--- src/rtl/uart_rx_frame_if.sv ---
// Serial line plus received byte/strobe bundle between the UART receiver and the echo control stage.
// master: the receiver side. slave: the line driver and byte consumer.
interface uart_rx_frame_if;
    logic       UART_RX;
    logic [7:0] RX_DATA;
    logic       RX_STATUS;
    logic       RX_FRAME_ERR;

    modport master (
        input  UART_RX,
        output RX_DATA,
        output RX_STATUS,
        output RX_FRAME_ERR
    );

    modport slave (
        output UART_RX,
        input  RX_DATA,
        input  RX_STATUS,
        input  RX_FRAME_ERR
    );
endinterface

--- src/rtl/uart_rx_frame.sv ---
// UART receive front end: 8N1 deserialiser with 3-sample majority voting per bit.
// Define UART_RX_PARITY_EN to receive 8E1 frames and reject frames that fail the even-parity check.
module uart_rx_frame #(
    parameter int unsigned CLKS_PER_BIT = 5208
) (
    input logic             clk,
    input logic             rst,
    uart_rx_frame_if.master bus
);

    localparam int unsigned Mid     = CLKS_PER_BIT / 2;
    localparam logic [15:0] CntLast = 16'(CLKS_PER_BIT - 1);
    localparam logic [15:0] SmpA    = 16'(Mid - 1);
    localparam logic [15:0] SmpB    = 16'(Mid);
    localparam logic [15:0] SmpC    = 16'(Mid + 1);

`ifdef UART_RX_PARITY_EN
    typedef enum logic [2:0] {StIdle, StStart, StData, StParity, StStop, StBreak} state_e;
`else
    typedef enum logic [2:0] {StIdle, StStart, StData, StStop, StBreak} state_e;
`endif

    state_e      state_q, state_d;
    logic        sync1_q, rx_s_q;
    logic [15:0] cnt_q, cnt_d;
    logic [2:0]  idx_q, idx_d;
    logic [7:0]  shift_q, shift_d;
    logic [1:0]  smp_q, smp_d;
    logic [7:0]  data_q, data_d;
    logic        status_q, status_d;
    logic        ferr_q, ferr_d;

    logic wrap;
    logic decide;
    logic maj;
    logic parity_good;

    assign wrap   = (cnt_q == CntLast);
    assign decide = (cnt_q == SmpC);
    // Third vote is the live sample taken on the decision cycle.
    assign maj    = (smp_q[0] & smp_q[1]) | (smp_q[0] & rx_s_q) | (smp_q[1] & rx_s_q);

`ifdef UART_RX_PARITY_EN
    logic parity_ok_q, parity_ok_d;
    assign parity_good = parity_ok_q;
`else
    assign parity_good = 1'b1;
`endif

    // State and datapath registers.
    always_ff @(posedge clk or posedge rst) begin
        if (rst) begin
            sync1_q     <= 1'b1;
            rx_s_q      <= 1'b1;
            state_q     <= StIdle;
            cnt_q       <= '0;
            idx_q       <= '0;
            shift_q     <= '0;
            smp_q       <= '0;
            data_q      <= '0;
            status_q    <= 1'b0;
            ferr_q      <= 1'b0;
`ifdef UART_RX_PARITY_EN
            parity_ok_q <= 1'b0;
`endif
        end else begin
            sync1_q     <= bus.UART_RX;
            rx_s_q      <= sync1_q;
            state_q     <= state_d;
            cnt_q       <= cnt_d;
            idx_q       <= idx_d;
            shift_q     <= shift_d;
            smp_q       <= smp_d;
            data_q      <= data_d;
            status_q    <= status_d;
            ferr_q      <= ferr_d;
`ifdef UART_RX_PARITY_EN
            parity_ok_q <= parity_ok_d;
`endif
        end
    end

    // Next-state logic.
    always_comb begin
        state_d = state_q;
        case (state_q)
            StIdle: begin
                if (!rx_s_q) state_d = StStart;
            end
            StStart: begin
                if (decide && maj) state_d = StIdle;
                else if (wrap)     state_d = StData;
            end
            StData: begin
                if (wrap && (idx_q == 3'd7)) begin
`ifdef UART_RX_PARITY_EN
                    state_d = StParity;
`else
                    state_d = StStop;
`endif
                end
            end
`ifdef UART_RX_PARITY_EN
            StParity: begin
                if (wrap) state_d = StStop;
            end
`endif
            StStop: begin
                // A good stop returns early so a back-to-back start bit is not missed.
                if (decide) state_d = (maj && parity_good) ? StIdle : StBreak;
            end
            StBreak: begin
                if (rx_s_q) state_d = StIdle;
            end
            default: state_d = StIdle;
        endcase
    end

    // Datapath and registered-output next values.
    always_comb begin
        cnt_d    = cnt_q + 16'd1;
        idx_d    = idx_q;
        shift_d  = shift_q;
        smp_d    = smp_q;
        data_d   = data_q;
        status_d = 1'b0;
        ferr_d   = 1'b0;

        if (state_q == StIdle || state_q == StBreak || state_d == StIdle || wrap) begin
            cnt_d = '0;
        end

        if (cnt_q == SmpA) smp_d[0] = rx_s_q;
        if (cnt_q == SmpB) smp_d[1] = rx_s_q;

        if (state_q == StData) begin
            if (decide) shift_d[idx_q] = maj;
            if (wrap)   idx_d = idx_q + 3'd1;
        end else begin
            idx_d = '0;
        end

        if (state_q == StStop && decide) begin
            if (maj && parity_good) begin
                data_d   = shift_q;
                status_d = 1'b1;
            end else begin
                ferr_d   = 1'b1;
            end
        end
    end

`ifdef UART_RX_PARITY_EN
    // Even parity: the parity bit must equal the XOR of the data bits.
    always_comb begin
        parity_ok_d = parity_ok_q;
        if (state_q == StParity && decide) parity_ok_d = (maj == ^shift_q);
    end
`endif

    assign bus.RX_DATA      = data_q;
    assign bus.RX_STATUS    = status_q;
    assign bus.RX_FRAME_ERR = ferr_q;

endmodule

--- src/flat_wrapper.sv ---
// flat-port wrapper written by rule: the top's interface ports become plain ports
module uart_rx_frame_flat 
#(
    parameter int unsigned CLKS_PER_BIT = 5208
)
  (clk, rst, bus_UART_RX, bus_RX_DATA, bus_RX_STATUS, bus_RX_FRAME_ERR);
  uart_rx_frame_if bus_i ();
  input logic clk;
  input logic rst;
  input wire logic [$bits(bus_i.UART_RX)-1:0] bus_UART_RX;
  output wire logic [$bits(bus_i.RX_DATA)-1:0] bus_RX_DATA;
  output wire logic [$bits(bus_i.RX_STATUS)-1:0] bus_RX_STATUS;
  output wire logic [$bits(bus_i.RX_FRAME_ERR)-1:0] bus_RX_FRAME_ERR;
  assign bus_i.UART_RX = bus_UART_RX;
  assign bus_RX_DATA = bus_i.RX_DATA;
  assign bus_RX_STATUS = bus_i.RX_STATUS;
  assign bus_RX_FRAME_ERR = bus_i.RX_FRAME_ERR;
  uart_rx_frame #(.CLKS_PER_BIT(CLKS_PER_BIT)) u_core (.clk(clk), .rst(rst), .bus(bus_i));
endmodule
--- config.mk ---
export PLATFORM = sky130hd
export DESIGN_NAME = uart_rx_frame_flat
export DESIGN_NICKNAME = d
export VERILOG_FILES = /design/src/rtl/uart_rx_frame_if.sv /design/src/rtl/uart_rx_frame.sv /design/src/flat_wrapper.sv
export SDC_FILE = /design/constraint.sdc
export NUM_CORES = 1
export LEC_CHECK = 0
export CORE_AREA = 2 2 96 98
export DETAILED_ROUTE_END_ITERATION = 10
export DIE_AREA = 0 0 98 100
export SLEW_MARGIN = 40
export SYNTH_ARGS = -nofsm -noshare
export SYNTH_HDL_FRONTEND = slang
export SYNTH_SLANG_ARGS = --single-unit
--- constraint.sdc ---
create_clock -name clk -period 3.5 [get_ports clk]
set_clock_uncertainty 0.1 [all_clocks]
set_input_delay 0.35 -clock clk [delete_from_list [all_inputs] [get_ports clk]]
set_output_delay 0.35 -clock clk [all_outputs]
set_load 0.01 [all_outputs]
* Yosys cells after proc, flatten, opt, wreduce, memory -nomap -nowiden
Cells that the tools add are included.
W data, S select, Z words.
** Operators by class
- Reductions and logical operators :: 11
- $lt $le $gt $ge :: 2
- Add/subtract/negate cells :: 2
- Bitwise gates (word level) :: 5
- Eq/ne operators :: 10
- Muxes and demuxes :: 18
** Operator list (count)
- $eq A16 B12 Y1 const B :: 3
- $mux W3 :: 9
- $add A16 B1 Y16 const B :: 1
- $eq A16 B13 Y1 const B :: 1
- $mux W16 :: 1
- $pmux W3 S5 :: 1
- $bwmux W8 :: 1
- $eq A3 B2 Y1 const B :: 2
- $eq A3 B3 Y1 const B :: 2
- $logic_not A3 Y1 :: 2
- $mux W1 :: 5
- $logic_and A1 B1 Y1 :: 4
- $lt A3 B4 Y1 const B :: 1
- $reduce_and A2 Y1 :: 2
- $add A3 B1 Y3 const B :: 1
- $and A1 B1 Y1 :: 3
- $demux W1 S3 :: 1
- $eq A3 B1 Y1 const B :: 1
- $ge A3 B1 Y1 const B :: 1
- $logic_or A1 B1 Y1 :: 3
- $ne A2 B1 Y1 const B :: 1
- $or A1 B1 Y1 :: 2
** Storage, ports and cells
- Word-level logic and storage cells :: 59
- Input port bits :: 3
- Output and inout bits :: 10
- Register bits :: 44

* Logic depth before layout (Yosys ltp)
- Depth in word-level cells :: 10
- Gate-level depth with buffers :: 7
- Mapped depth without buffers :: 7

* Worst setup path before layout
No wires, ideal clock.
- Path type :: flip-flop to flip-flop
- From :: register u_core.cnt_q[8]
- To :: register u_core.shift_q[4]
- Cell stages (with the launch flop) :: 7
- Period minus slack after synthesis :: 2.427 ns
- Setup time :: 0.128 ns
- Required time :: 3.272 ns
- Slack :: 1.073 ns
- Arrival time :: 2.199 ns
- Buffers on the path :: 1
- Cells stage by stage :: dfrtp_1 > or3_1 > or3_1 > buf_2 > or3_4 > nor4b_2 > mux2_1
** On the way
- Longest elaborated chain between the ends :: 2
** RTL lines
- start: declaration :: RTL line uart_rx_frame.sv:25 : logic [15:0] cnt_q, cnt_d;
- start signal: assignment :: RTL line uart_rx_frame.sv:70 : cnt_q <= cnt_d;
- $eq A16 B12 Y1 :: RTL line uart_rx_frame.sv:39 : assign decide = (cnt_q == SmpC);
- $reduce_and A2 Y1 (no line)
- end signal: assignment :: RTL line uart_rx_frame.sv:72 : shift_q <= shift_d;
- end: declaration :: RTL line uart_rx_frame.sv:27 : logic [7:0] shift_q, shift_d;
Every way passes these cells.
A chain may end at the register's enable or synchronous reset.

* Worst setup path in the final report
- From :: register u_core.cnt_q[8]
- To :: register u_core.shift_q[2]
The elaborated chain is that of the path after synthesis.

==> key figures <==
Final layout
  – Final nets: around 210
  – Layout cells sized above 1: about 15%
  – Ant diodes: 0
  – Fillers: ~920
  – Area growth from synthesis to layout: 16.2%
  – Cell area after layout: 0.00249 mm²
  – Fin util: roughly 28%

Clock tree
  – CTS clock-pin slew for the worst setup and hold paths: 90 ps
  – Num CTS Buffers: 5
  – Setup Fix Bufs, Post-CTS: 0
  – Post-cts repair resize count: 0
  – CTS Hold Bufs: 0
  – CTS root buf: clkbuf_8
  – CTS tree: done
  – TritonCTS Sinks: 44
  – H-Tree Depth: 2
  – Clock buffer depth: 2
  – Clk_lat worst skew: around 300 ps

Yosys
  – Synth Cell Area: roughly 0.0021 mm²
  – Post-synth EDFFs: 0
  – Ys flop type: dfrtp_1
  – Distinct cells, synth: 38
  – Dominant cell type by area after synthesis: dfrtp_1
  – Sequential area share after synthesis: approximately half
  – Dominant cells by area after synthesis: dfrtp_1 49%, mux2_2 8.4%, nor2_1 4.2%, xor2_1 3.3%, ha_1 2.9%
  – Syn Inst Count: approximately 190
  – Synth Area per Inst: 11.3 µm²
  – Yosys top cell area share: between 40 and 50%
  – Flop and latch count out of synthesis: 44
  – Synthesized Nets: 197
  – Yosys Warn Count: 0
  – Async SR Flop Fraction: 100%

Global routing
  – Largest net degree at the start of global routing: 45
  – Gr usage total: 8.09%
  – Initial antenna violation count: 0
  – Vias in the first global route: approximately 1400
  – Grt total ovfl: 0
  – First-pass GRT wire length: roughly 6500 µm

Drt
  – Detailed-route DRC error count: 0
  – 1st-iter DRT viols: 103
  – WL final: between 3000 and 4000 µm
  – Vias/cell: around 4.5
  – First drt pass iteration count: 4
  – Routed Antenna Nets: 0
  – Routed wire per std cell: roughly 12 µm
  – Total number of vias: about 1400

Power
  – Tot Pwr: 920 µW
  – Sequential share of power: between 50% and 60%
  – Clock power share: 43.1%
  – Switching power: 193 µW
  – P per Cell Area: 370 mW/mm²
  – Internal: just over 700 µW
  – Leakage: approximately 0.0011 µW
  – Sw frac: 21.0%
  – Combinational power share: around 1.3%
  – Max IR drop VDD: roughly 140 µV

Timing
  – Tcrit/Tclk final: between 70% and 80%
  – Fmax: 391 MHz
  – Final setup margin: around 940 ps
  – Setup_tns: 0 ps
  – Final number of max-transition violations: 0
  – Final setup viols: 0
  – Unrepaired setup endpoints after global routing: no
  – Slew at the pin closest to its max-slew limit: ~620 ps
  – Period minus WS final: 2560 ps
  – Final hold vios: 0
  – Max-slew headroom: 58.4%

Worst setup path
  – Critical Path RT: 3590 ps
  – WP data arrival: between 2000 and 3000 ps
  – Most frequent CP cell: or3_1
  – Worst Path Max Fanout: 6
  – Critical-path cell list: or3_1 > or3_1 > or3_4 > nor4b_2 > mux2_2
  – R2R setup slack: between 900 and 1000 ps
  – Largest stage delay, worst path: between 400 and 500 ps
  – Cells on worst reg2reg path: 5
  – Worst Setup Start Kind: flip-flop
  – Critical path endpoint category: flip-flop
  – Slowest cell on crit path: dfrtp_1
  – Crit Path Class: reg -> reg

Floorplanning
  – Starting Density: between 20% and 30%
  – Die X: between 90 and 100 µm
  – Core area: slightly below 0.009 mm²
  – Ports: 13
  – Cell Rows: 35
  – Die H: 100 µm
  – Die ar.: approximately 0.0098 mm²

Worst hold path
  – Hold path cells: 0
  – Hold Path Class: reg -> reg

Placed design
  – Post-Place Setup Slack: 937 ps
  – PortBufs: 12
  – Gp weighted congestion: approximately 0.77
  – Detailed Place HPWL: 2660 µm
  – Placement Cell Area: roughly 0.0024 mm²

Outcome
  – Status: complete, no violations

Job
  – Number of max-cap violations: 0
==> synth_stat cells (2+ instances only) <==
cell	count
and3_1	3
nand2_1	5
nand3_1	8
mux2_1	2
nand2b_1	2
or3_1	3
nor4b_2	2
o21ai_0	3
and4_1	4
nor4bb_1	3
xor2_1	8
inv_1	7
nor3_1	8
dfstp_2	2
buf_1	2
o211ai_1	2
mux2i_1	2
a32oi_1	2
clkbuf_1	2
nor2_1	24
and2_1	2
mux2_2	16
nand4b_1	3
dfrtp_1	42
ha_1	5
nor4b_1	2
buf_2	3
xnor2_1	7
nand4_1	6
==> through the flow <==
step,instances,hold WS (ps)
3_3_place_gp,305,246
2_1_floorplan,189,245
4_1_cts,313,262
6_report,313,260
5_1_grt,313,266
3_5_place_dp,305,250
==> flip-flops by register name, summed over array words and instances (netlist names) <==
| signal | cells |
|---|---|
| u_core.smp_q | 2 |
| u_core.sync1_q | 1 |
| u_core.bus.RX_DATA | 8 |
| u_core.bus.RX_STATUS | 1 |
| u_core.shift_q | 8 |
| u_core.idx_q | 3 |
| u_core.cnt_q | 16 |
| u_core.bus.RX_FRAME_ERR | 1 |
| u_core.state_q | 3 |
| u_core.rx_s_q | 1 |
==> area by class of cell <==
cell class	count	area (µm²)	area share, %
repair buffers	12	120	4.82
flip-flops and latches	44	1100	44.3
inverters	7	28.8	1.16
clock inverters	3	47.5	1.91
multi-input cells	131	982	39.4
well taps	111	139	5.58
clock buffers	5	68.8	2.76
==> routing by layer <==
layer / part of all wire (%) / global-route usage, % / routed length (µm) / up-vias
met5: 0 / 0 / 0 / -
met4: 0.71 / 2.24 / 27 / 0
met3: 3.1 / 2.30 / 117 / 3
met2: 47 / 13.0 / 1800 / 20
met1: 49 / 10.7 / 1870 / 681
li1: - / - / - / 699
==> path summary, 6_finish.rpt <==
path | startpoint | endpoint
worst max-delay path | u_core.cnt_q[8]$_DFF_PP0_ | u_core.shift_q[2]$_DFFE_PP0P_
worst min-delay path | u_core.sync1_q$_DFF_PP1_ | u_core.rx_s_q$_DFF_PP1_
worst max register to register | u_core.cnt_q[8]$_DFF_PP0_ | u_core.shift_q[2]$_DFFE_PP0P_
worst min register to register | u_core.sync1_q$_DFF_PP1_ | u_core.rx_s_q$_DFF_PP1_
max in group asynchronous | rst | u_core.rx_s_q$_DFF_PP1_
min in group asynchronous | rst | u_core.bus.RX_DATA[2]$_DFFE_PP0P_
==> power groups by stage <==
stage | Combinational (µW) | Clock [µW] | Sequential (µW)
after global placement | 12.8 | 0 | 521
after CTS | 13.5 | 410 | 511
final | 12.1 | 397 | 511
after global routing | 14.6 | 429 | 511
after detailed placement | 13.3 | 0 | 521
after floorplan | 7.47 | 0 | 521
==> cell usage in the layout (no fill, tap or decap), types with 2 or more instances in the layout <==
| cell type | synthesis | final |
|---|---|---|
| nor3_1 | 8 | 8 |
| mux2_2 | 16 | 16 |
| o21ai_0 | 3 | 3 |
| nand3_1 | 8 | 8 |
| nand2b_1 | 2 | 2 |
| xor2_1 | 8 | 8 |
| clkbuf_8 | 0 | 5 |
| nand2_1 | 5 | 5 |
| or3_1 | 3 | 3 |
| mux2i_1 | 2 | 2 |
| mux2_1 | 2 | 2 |
| dfrtp_1 | 42 | 42 |
| clkinv_4 | 0 | 2 |
| dfstp_2 | 2 | 2 |
| xnor2_1 | 7 | 7 |
| nor4b_1 | 2 | 2 |
| and2_1 | 2 | 2 |
| clkdlybuf4s50_1 | 0 | 12 |
| nor4bb_1 | 3 | 3 |
| ha_1 | 5 | 5 |
| and4_1 | 4 | 4 |
| nand4b_1 | 3 | 3 |
| nand4_1 | 6 | 6 |
| and3_1 | 3 | 3 |
| inv_1 | 7 | 6 |
| o211ai_1 | 2 | 2 |
| nor2_1 | 24 | 24 |
| a32oi_1 | 2 | 2 |
| nor4b_2 | 2 | 2 |
==> logic make-up after synthesis <==
family	Yosys count	share of synthesized area [%]
and+or+nand+nor	80	22.5
DFF	44	51.5
muxes	20	10.4
xor gates and xnor gates	15	6.13
buffers and inverters	14	2.63
AOI/OAI and AO/OA	10	3.45
adders and majority gates	6	3.39
==> critical path, delay by kind of cell, from the launching register on <==
kind | cells | cell delay [ps]
muxes | 1 | 360
DFF | 1 | 450
and+or+nand+nor | 4 | 1540
Power figures use the tool's default switching activity.
